==> src/rtl/ser_uart_rx.sv <==
// 8N1 UART receiver with mid-bit sampling, break detection and an AXI-Stream
// output FIFO that accepts a simultaneous push and pop even when full.
module ser_uart_rx #(
    parameter int FIFO_DEPTH = 16,
    parameter bit RX_INVERT  = 1'b0,
    localparam int AW = $clog2(FIFO_DEPTH)
) (
    input  logic          clk,
    input  logic          resetn,
    input  logic          ser_rx,
    input  logic [15:0]   baud_div,
    output logic [7:0]    m_axis_tdata,
    output logic          m_axis_tvalid,
    input  logic          m_axis_tready,
    output logic          frame_err,
    output logic          overflow,
    output logic [AW:0]   fifo_level
);

    typedef enum logic [2:0] {S_IDLE, S_START, S_DATA, S_STOP, S_BREAK} state_t;

    state_t        state;
    logic [1:0]    sync;
    logic [1:0]    settle;
    logic          armed;
    logic          rx_s;
    logic [15:0]   div_eff;
    logic [15:0]   div_q;
    logic [15:0]   cnt;
    logic [2:0]    bit_cnt;
    logic [7:0]    shreg;
    logic          push;
    logic          pop;
    logic          full;
    logic          wr_en;
    logic [AW-1:0] wr_ptr;
    logic [AW-1:0] rd_ptr;
    logic [7:0]    mem [FIFO_DEPTH];

    assign rx_s    = sync[1] ^ RX_INVERT;
    assign div_eff = (baud_div < 16'd4) ? 16'd4 : baud_div;

    always_ff @(posedge clk or negedge resetn) begin
        if (!resetn) sync <= 2'b11;
        else         sync <= {sync[0], ser_rx};
    end

    // Start detection waits until the synchroniser holds real line data and the
    // line has been seen idle, so a reset in mid-frame needs a fresh falling edge.
    always_ff @(posedge clk or negedge resetn) begin
        if (!resetn) begin
            state     <= S_IDLE;
            cnt       <= '0;
            div_q     <= 16'd4;
            bit_cnt   <= '0;
            shreg     <= '0;
            frame_err <= 1'b0;
            settle    <= '0;
            armed     <= 1'b0;
        end else begin
            frame_err <= 1'b0;
            settle    <= {settle[0], 1'b1};
            if (settle[1] && rx_s) armed <= 1'b1;
            unique case (state)
                S_IDLE: if (armed && !rx_s) begin
                    state <= S_START;
                    div_q <= div_eff;
                    cnt   <= (div_eff >> 1) - 16'd1;
                end
                S_START: begin
                    if (cnt == '0) begin
                        if (!rx_s) begin
                            state   <= S_DATA;
                            cnt     <= div_q - 16'd1;
                            bit_cnt <= '0;
                        end else begin
                            state <= S_IDLE;
                        end
                    end else cnt <= cnt - 16'd1;
                end
                S_DATA: begin
                    if (cnt == '0) begin
                        shreg   <= {rx_s, shreg[7:1]};
                        cnt     <= div_q - 16'd1;
                        bit_cnt <= bit_cnt + 3'd1;
                        if (bit_cnt == 3'd7) state <= S_STOP;
                    end else cnt <= cnt - 16'd1;
                end
                S_STOP: begin
                    if (cnt == '0) begin
                        if (rx_s) state <= S_IDLE;
                        else begin
                            state     <= S_BREAK;
                            frame_err <= 1'b1;
                        end
                    end else cnt <= cnt - 16'd1;
                end
                S_BREAK: if (rx_s) state <= S_IDLE;
                default: state <= S_IDLE;
            endcase
        end
    end

    assign push  = (state == S_STOP) && (cnt == '0) && rx_s;
    assign pop   = m_axis_tvalid && m_axis_tready;
    assign full  = (fifo_level == (AW+1)'(FIFO_DEPTH));
    // When full, the slot being popped is the one written, so push+pop is safe.
    assign wr_en = push && (!full || pop);

    always_ff @(posedge clk) begin
        if (wr_en) mem[wr_ptr] <= shreg;
    end

    always_ff @(posedge clk or negedge resetn) begin
        if (!resetn) begin
            wr_ptr     <= '0;
            rd_ptr     <= '0;
            fifo_level <= '0;
            overflow   <= 1'b0;
        end else begin
            overflow <= push && full && !pop;
            if (wr_en) wr_ptr <= wr_ptr + AW'(1);
            if (pop)   rd_ptr <= rd_ptr + AW'(1);
            unique case ({wr_en, pop})
                2'b10:   fifo_level <= fifo_level + (AW+1)'(1);
                2'b01:   fifo_level <= fifo_level - (AW+1)'(1);
                default: fifo_level <= fifo_level;
            endcase
        end
    end

    assign m_axis_tvalid = (fifo_level != '0);
    assign m_axis_tdata  = m_axis_tvalid ? mem[rd_ptr] : 8'h00;

endmodule

==> config.mk <==
export PLATFORM = sky130hd
export DESIGN_NAME = ser_uart_rx
export DESIGN_NICKNAME = d
export VERILOG_FILES = /design/src/rtl/ser_uart_rx.sv
export SDC_FILE = /design/constraint.sdc
export NUM_CORES = 1
export LEC_CHECK = 0
export BUFFER_PORTS_ARGS = -buffer_cell sky130_fd_sc_hd__clkbuf_2
export CAP_MARGIN = 20
export CORE_UTILIZATION = 57
export CTS_BUF_LIST = sky130_fd_sc_hd__clkbuf_8
export CTS_CLUSTER_SIZE = 28
export DETAILED_ROUTE_END_ITERATION = 8
export PLACE_DENSITY = 0.74
export SLEW_MARGIN = 20
export SYNTH_ARGS = -nofsm -noshare
export SYNTH_HDL_FRONTEND = slang
export SYNTH_SLANG_ARGS = --single-unit
==> constraint.sdc <==
create_clock -name clk -period 3.5 [get_ports clk]
set_clock_uncertainty 0.05 [all_clocks]
set_input_delay 0.35 -clock clk [delete_from_list [all_inputs] [get_ports clk]]
set_output_delay 0.35 -clock clk [all_outputs]
set_load 0.05 [all_outputs]
==> After elaboration in Yosys (flattened, before gate mapping) <==
Memory sizes are Yosys's and may differ from the RTL's.
Cells that the tools add are included.
{ "classes": {"n_addsub": 8, "n_lt_le_gt_ge": 1, "eq_ne": 17, "n_mux": 27, "n_reduce_logical": 23} }
{ "op_table": {"columns": ["cell", "n"], "rows": [
  ["2-to-1 mux 16 bit", 6],
  ["case mux 16 bit (4 select lines)", 1],
  ["subtractor 16 x 1 -> 16 bit (second input constant)", 2],
  ["2-to-1 mux 3 bit", 10],
  ["zero test 16 bit", 1],
  ["< comparator 16 x 3 -> 1 bit (second input constant)", 1],
  ["inequality test 2 bit (second input constant)", 8],
  ["subtractor 15 x 1 -> 16 bit (second input constant)", 1],
  ["case mux 3 bit (5 select lines)", 1],
  ["case mux 5 bit (2 select lines)", 1],
  ["adder 4 x 1 -> 4 bit (second input constant)", 2],
  ["logical AND 1 bit", 8],
  ["2-to-1 mux 8 bit", 1],
  ["AND reduction 4 bit", 2],
  ["== test 3 x 2 -> 1 bit (second input constant)", 2],
  ["== test 3 bit (second input constant)", 2],
  ["case mux 3 bit (2 select lines)", 1],
  ["AND reduction 6 bit", 1],
  ["adder 5 x 1 -> 5 bit (second input constant)", 1],
  ["== test 5 bit (second input constant)", 1],
  ["2-to-1 mux 1 bit", 5],
  ["nonzero test 5 bit", 1],
  ["subtractor 5 x 1 -> 5 bit (second input constant)", 1],
  ["AND reduction 2 bit", 2],
  ["other kinds (11)", 14]
]} }
{ "totals": {"regBits": 66, "ram_bits": 128, "output_inout_bits": 16, "wordCells": 90, "mem_count": 1} }
{ "memory_table": {"columns": ["memory", "words", "word_bits", "read_ports", "rd_clocked_by_memory_dff", "write_ports", "line", "source"], "rows": [
  ["mem", 16, 8, 1, 0, 1, "38", "logic [7:0] mem [FIFO_DEPTH];"]
]} }

==> Depth between registers and ports, before layout <==
{ "depth": {"ltp_word": 6, "ltp_mapped": 13, "ltp_nobuf": 12} }

==> Least setup slack after synthesis <==
Ideal clock, no wire load.
{ "synth_timing": {"kind": "input-to-reg", "startpoint": "input port baud_div[12]", "endpoint": "register cnt[12]", "setup_time_ns": 0.135, "arrival_time_ns": 3.267, "setup_slack_ns": 0.048, "cell_stages": 11, "n_path_buf": 0, "cell_sequence": "or4_1 > or3_1 > nor4_2 > nand2b_1 > ha_1 > or4b_2 > nor4_1 > xnor2_1 > nor2_1 > a221oi_1 > o21ai_0"} }
{ "synth_between": {"elab_chain_cells": 5} }
{ "synth_rtl": {"columns": ["item", "line", "source"], "rows": [
  ["start: declaration", "11", "input logic [15:0] baud_div,"],
  ["< comparator 16 x 3 -> 1 bit", "41", "assign div_eff = (baud_div < 16'd4) ? 16'd4 : baud_div;"],
  ["2-to-1 mux 16 bit *", "41", null],
  ["subtractor 15 x 1 -> 16 bit *", "68", "cnt <= (div_eff >> 1) - 16'd1;"],
  ["2-to-1 mux 16 bit *", "65", "S_IDLE: if (armed && !rx_s) begin"],
  ["case mux 16 bit (4 select lines) *", "64", "unique case (state)"],
  ["end signal: assignment", "68", null],
  ["end signal: assignment", "74", "cnt <= div_q - 16'd1;"],
  ["end signal: assignment", "79", "end else cnt <= cnt - 16'd1;"],
  ["end: declaration", "29", "logic [15:0] cnt;"]
]} }
Mark *: on every way between the ends. The rest lies on a longest branch, timed or not. The select of a mux whose other input is x is not followed.
A chain may end at the register's enable or synchronous reset.

==> Worst setup path in the final report <==
{ "layout_timing": {"startpoint": "register rd_ptr[0]", "endpoint": "output port m_axis_tdata[1]"} }
{ "layout_between": {"elab_chain_cells": 2} }
{ "layout_rtl": {"columns": ["item", "line", "source"], "rows": [
  ["start: declaration", "37", "logic [AW-1:0] rd_ptr;"],
  ["start signal: assignment", "123", "if (pop) rd_ptr <= rd_ptr + AW'(1);"],
  ["memory (16 x 8 bit)", null, null],
  ["2-to-1 mux 8 bit", "133", "assign m_axis_tdata = m_axis_tvalid ? mem[rd_ptr] : 8'h00;"],
  ["end: declaration", "12", "output logic [7:0] m_axis_tdata,"]
]} }
No other way between the ends.

==> out/results.md <==
* **placer's final routability congestion estimate** 0.850
* **area of placed instances** 9600 um2
* **cell breakdown of the critical path** buf_12 -> mux4_2 -> mux4_2 -> and2_1 -> clkbuf_2
* **overflow left after global routing** 0
* **hold violation total from the final report** 0
* **Max-cap violations** 0
* **top-count cell post-synth** sky130_fd_sc_hd__edfxtp_1
* **Seq/Total Area, Yosys** 60.7%
* **half-perimeter wire length after detailed placement** 13400 um
* **number of input and output port buffers inserted** 35
* **Setup CP Type** flop to primary output
* **# rows** 45
* **fraction of final layout cells sized beyond drive strength 1** 26.7%
* **result of the run** finished, final reports clean
* **CTS Buf Count** 17
* **mean area per synthesized cell** 14.3 um2
* **die area** 16400 um2
* **final WL** 19000 um
* **Tcrit/Tclk final** 92.0%
* **reported leakage power** 3.82 nW
* **first-pass iteration count of the detailed router** 5
* **Filler cells** 1116
* **clock-pin slew of the registers on the worst-case setup and hold paths** 100 ps
* **Vias/cell** 6.14
* **antenna violations before repair** 0
* **insertion delay of the later-clocked pin in the worst-skew pair** 470 ps
* **Die Height** 128 um
* **global-route wire length before repair** 30700 um
* **minimum clock period after layout** 3220 ps
* **diodes inserted** 0
* **worst hold path class** primary input to flop
* **critical path required time** 3100 ps
* **peak per-stage delay on the critical path** 590 ps
* **most frequently used flop master after synthesis** sky130_fd_sc_hd__edfxtp_1
* **clock tree from TritonCTS** built
* **Antenna Nets Post-Route** 0
* **number of DRC markers in iteration 0** 525
* **aggregate global-route resource usage** 25.5%
* **cell with the largest stage delay on the worst path** sky130_fd_sc_hd__mux4_2
* **I/O Pins** 36
* **Yosys warnings** 0
* **transition at the pin with the smallest max-transition slack** 885 ps
* **gate count after technology mapping** 633
* **layout overhead on the synthesized area** 10.1%
* **most used cell along the critical path** sky130_fd_sc_hd__mux4_2
* **Worst Path Max Fanout** 28
* **pins over their slew limit** 0
* **area of combinational cells with multiple inputs** 3370 um2
* **Post-synth EDFFs** 128
* **number of hold-repair buffers added at the cts stage** 2
* **largest area contributor in the netlist** sky130_fd_sc_hd__edfxtp_1
* **areal power density over the cells** 629 nW/um2
* **cell area after synthesis** 9060 um2
* **final instance area** 9970 um2
* **clk sinks** 194
* **Yosys cell types** 71
* **Post-CTS Setup Repair Bufs** 0
* **Worst IR Drop VDD** 0.000516 V
* **Arrival @ worst endpoint** 2820 ps
* **crit path capture type** primary output
* **unrepaired setup endpoints after global routing** no
* **CP delay by family, top** multiplexers
* **maximum root-to-sink buffer count** 2
* **vias in the first global route** 5502
* **Die Width** 128 um
* **startpoint class of the critical path** flop
* **share of the synthesized area in the top cell type** 42.4%
* **number of nets in the final layout** 722
* **flip-flop and latch area** 5500 um2
* **number of nets produced by synthesis** 668
* **count of unresolved DRC violations after routing** 0
* **leading post-synthesis cells by instance count** sky130_fd_sc_hd__edfxtp_1 (128), sky130_fd_sc_hd__dfrtp_1 (63), sky130_fd_sc_hd__mux4_2 (40)
* **maximum number of pins on one net before global-route repair** 36
* **clock root buffer** sky130_fd_sc_hd__clkbuf_8
* **via count** 5597
* **number of flip-flops and latches in the synthesized netlist** 194
* **initial core utilization** 58.9%
* **Post-Route Hold Slack** 59.0 ps
* **maximum frequency from static timing analysis** 0.310 GHz
* **Gates resized, CTS repair** 0
* **Post-synth ARST share** 34.0%
* **final setup fails** 0
* **average wire per cell in the routed design** 20.8 um
* **core region area** 15400 um2
* **count of buffer and inverter cells on the critical path** 2
* **number of levels the H-tree was split into** 4
* **worst slew slack as a fraction of its limit** 40.7%
* **top cells by area in the synthesized netlist** sky130_fd_sc_hd__edfxtp_1 (42%), sky130_fd_sc_hd__dfrtp_1 (17%), sky130_fd_sc_hd__mux4_2 (9.9%)
-- cell usage in the layout (no fill, tap or decap), types with 18 or more instances in the layout --
cell                         n
sky130_fd_sc_hd__a21oi_1    19
sky130_fd_sc_hd__and2_1     18
sky130_fd_sc_hd__buf_4      28
sky130_fd_sc_hd__clkbuf_2   34
sky130_fd_sc_hd__dfrtp_1    62
sky130_fd_sc_hd__edfxtp_1  128
sky130_fd_sc_hd__mux2_2     25
sky130_fd_sc_hd__mux4_2     40
sky130_fd_sc_hd__nand2_1    39
sky130_fd_sc_hd__nor2_1     36
sky130_fd_sc_hd__nor3_1     21
sky130_fd_sc_hd__o21ai_0    23
sky130_fd_sc_hd__xnor2_1    23
-- logic make-up (layout without fill, tap and decap cells) --
logic type	Yosys count	in the layout	share of synthesized area, %
mux	67	67	13.3
other cells	1	1	0.0414
simple gates	188	188	12.1
buf+inv	47	114	2.11
xor+xnor	38	38	3.67
compound gates	83	83	5.95
fa+ha+maj	15	15	2.15
flops	194	194	60.7
-- power by group --
group | internal [mW] | switching (mW)
clock network | 0.514 | 0.829
logic | 0.872 | 1.04
registers | 2.64 | 0.376
-- area by class of cell --
type | count | area share [%]
flip-flops and latches | 194 | 55.1
clock buffers | 17 | 2.35
clock inverters | 15 | 1.22
repair buffers | 66 | 4.26
multi-input cells | 392 | 33.8
well taps | 211 | 2.65
inverters | 16 | 0.602
-- layer usage --
layer,track usage (%),routed length (um)
met1,39.0,8890
met2,37.6,8750
met3,4.63,1120
met4,7.27,210
met5,0,0
-- worst paths after layout --
| path | start | end | slack (ps) | depth (start not counted) |
|---|---|---|---|---|
| max reg2reg | cnt[0]$_DFFE_PN0P_ | fifo_level[4]$_DFFE_PN0P_ | 400 | 13 |
| min | m_axis_tready | overflow$_DFF_PN0_ | 60 | 2 |
| max in group asynchronous | resetn | div_q[2]$_DFFE_PN1P_ | 2320 | 3 |
| min in group asynchronous | resetn | rd_ptr[1]$_DFFE_PN0P_ | 310 | 2 |
| max | rd_ptr[0]$_DFFE_PN0P_ | m_axis_tdata[1] | 280 | 5 |
| min reg2reg | settle[0]$_DFF_PN0_ | settle[1]$_DFF_PN0_ | 310 | 0 |
-- metrics by stage --
stage / power [mW] / setup WS [ps] / utilization [%] / TNS [ps] / cells
final: 6.27 / 278 / 64.9 / 0 / 911
after CTS: 6.31 / 242 / 64.9 / 0 / 911
after floorplan: 4.49 / 48.2 / - / 0 / 633
after detailed placement: 4.98 / -76.9 / 62.5 / -96.5 / 877
after global routing: 6.61 / 170 / 64.9 / 0 / 911
after global placement: 4.90 / 4.45 / 62.5 / 0 / 877
-- registers in the layout, summed over array words and instances, names as in the netlist --
signal,count
armed,1
bit_cnt,3
cnt,16
div_q,16
fifo_level,5
frame_err,1
mem,128
overflow,1
rd_ptr,4
settle,2
shreg,8
state,3
sync,2
wr_ptr,4
No activity file was read; power rests on OpenSTA's default activity.
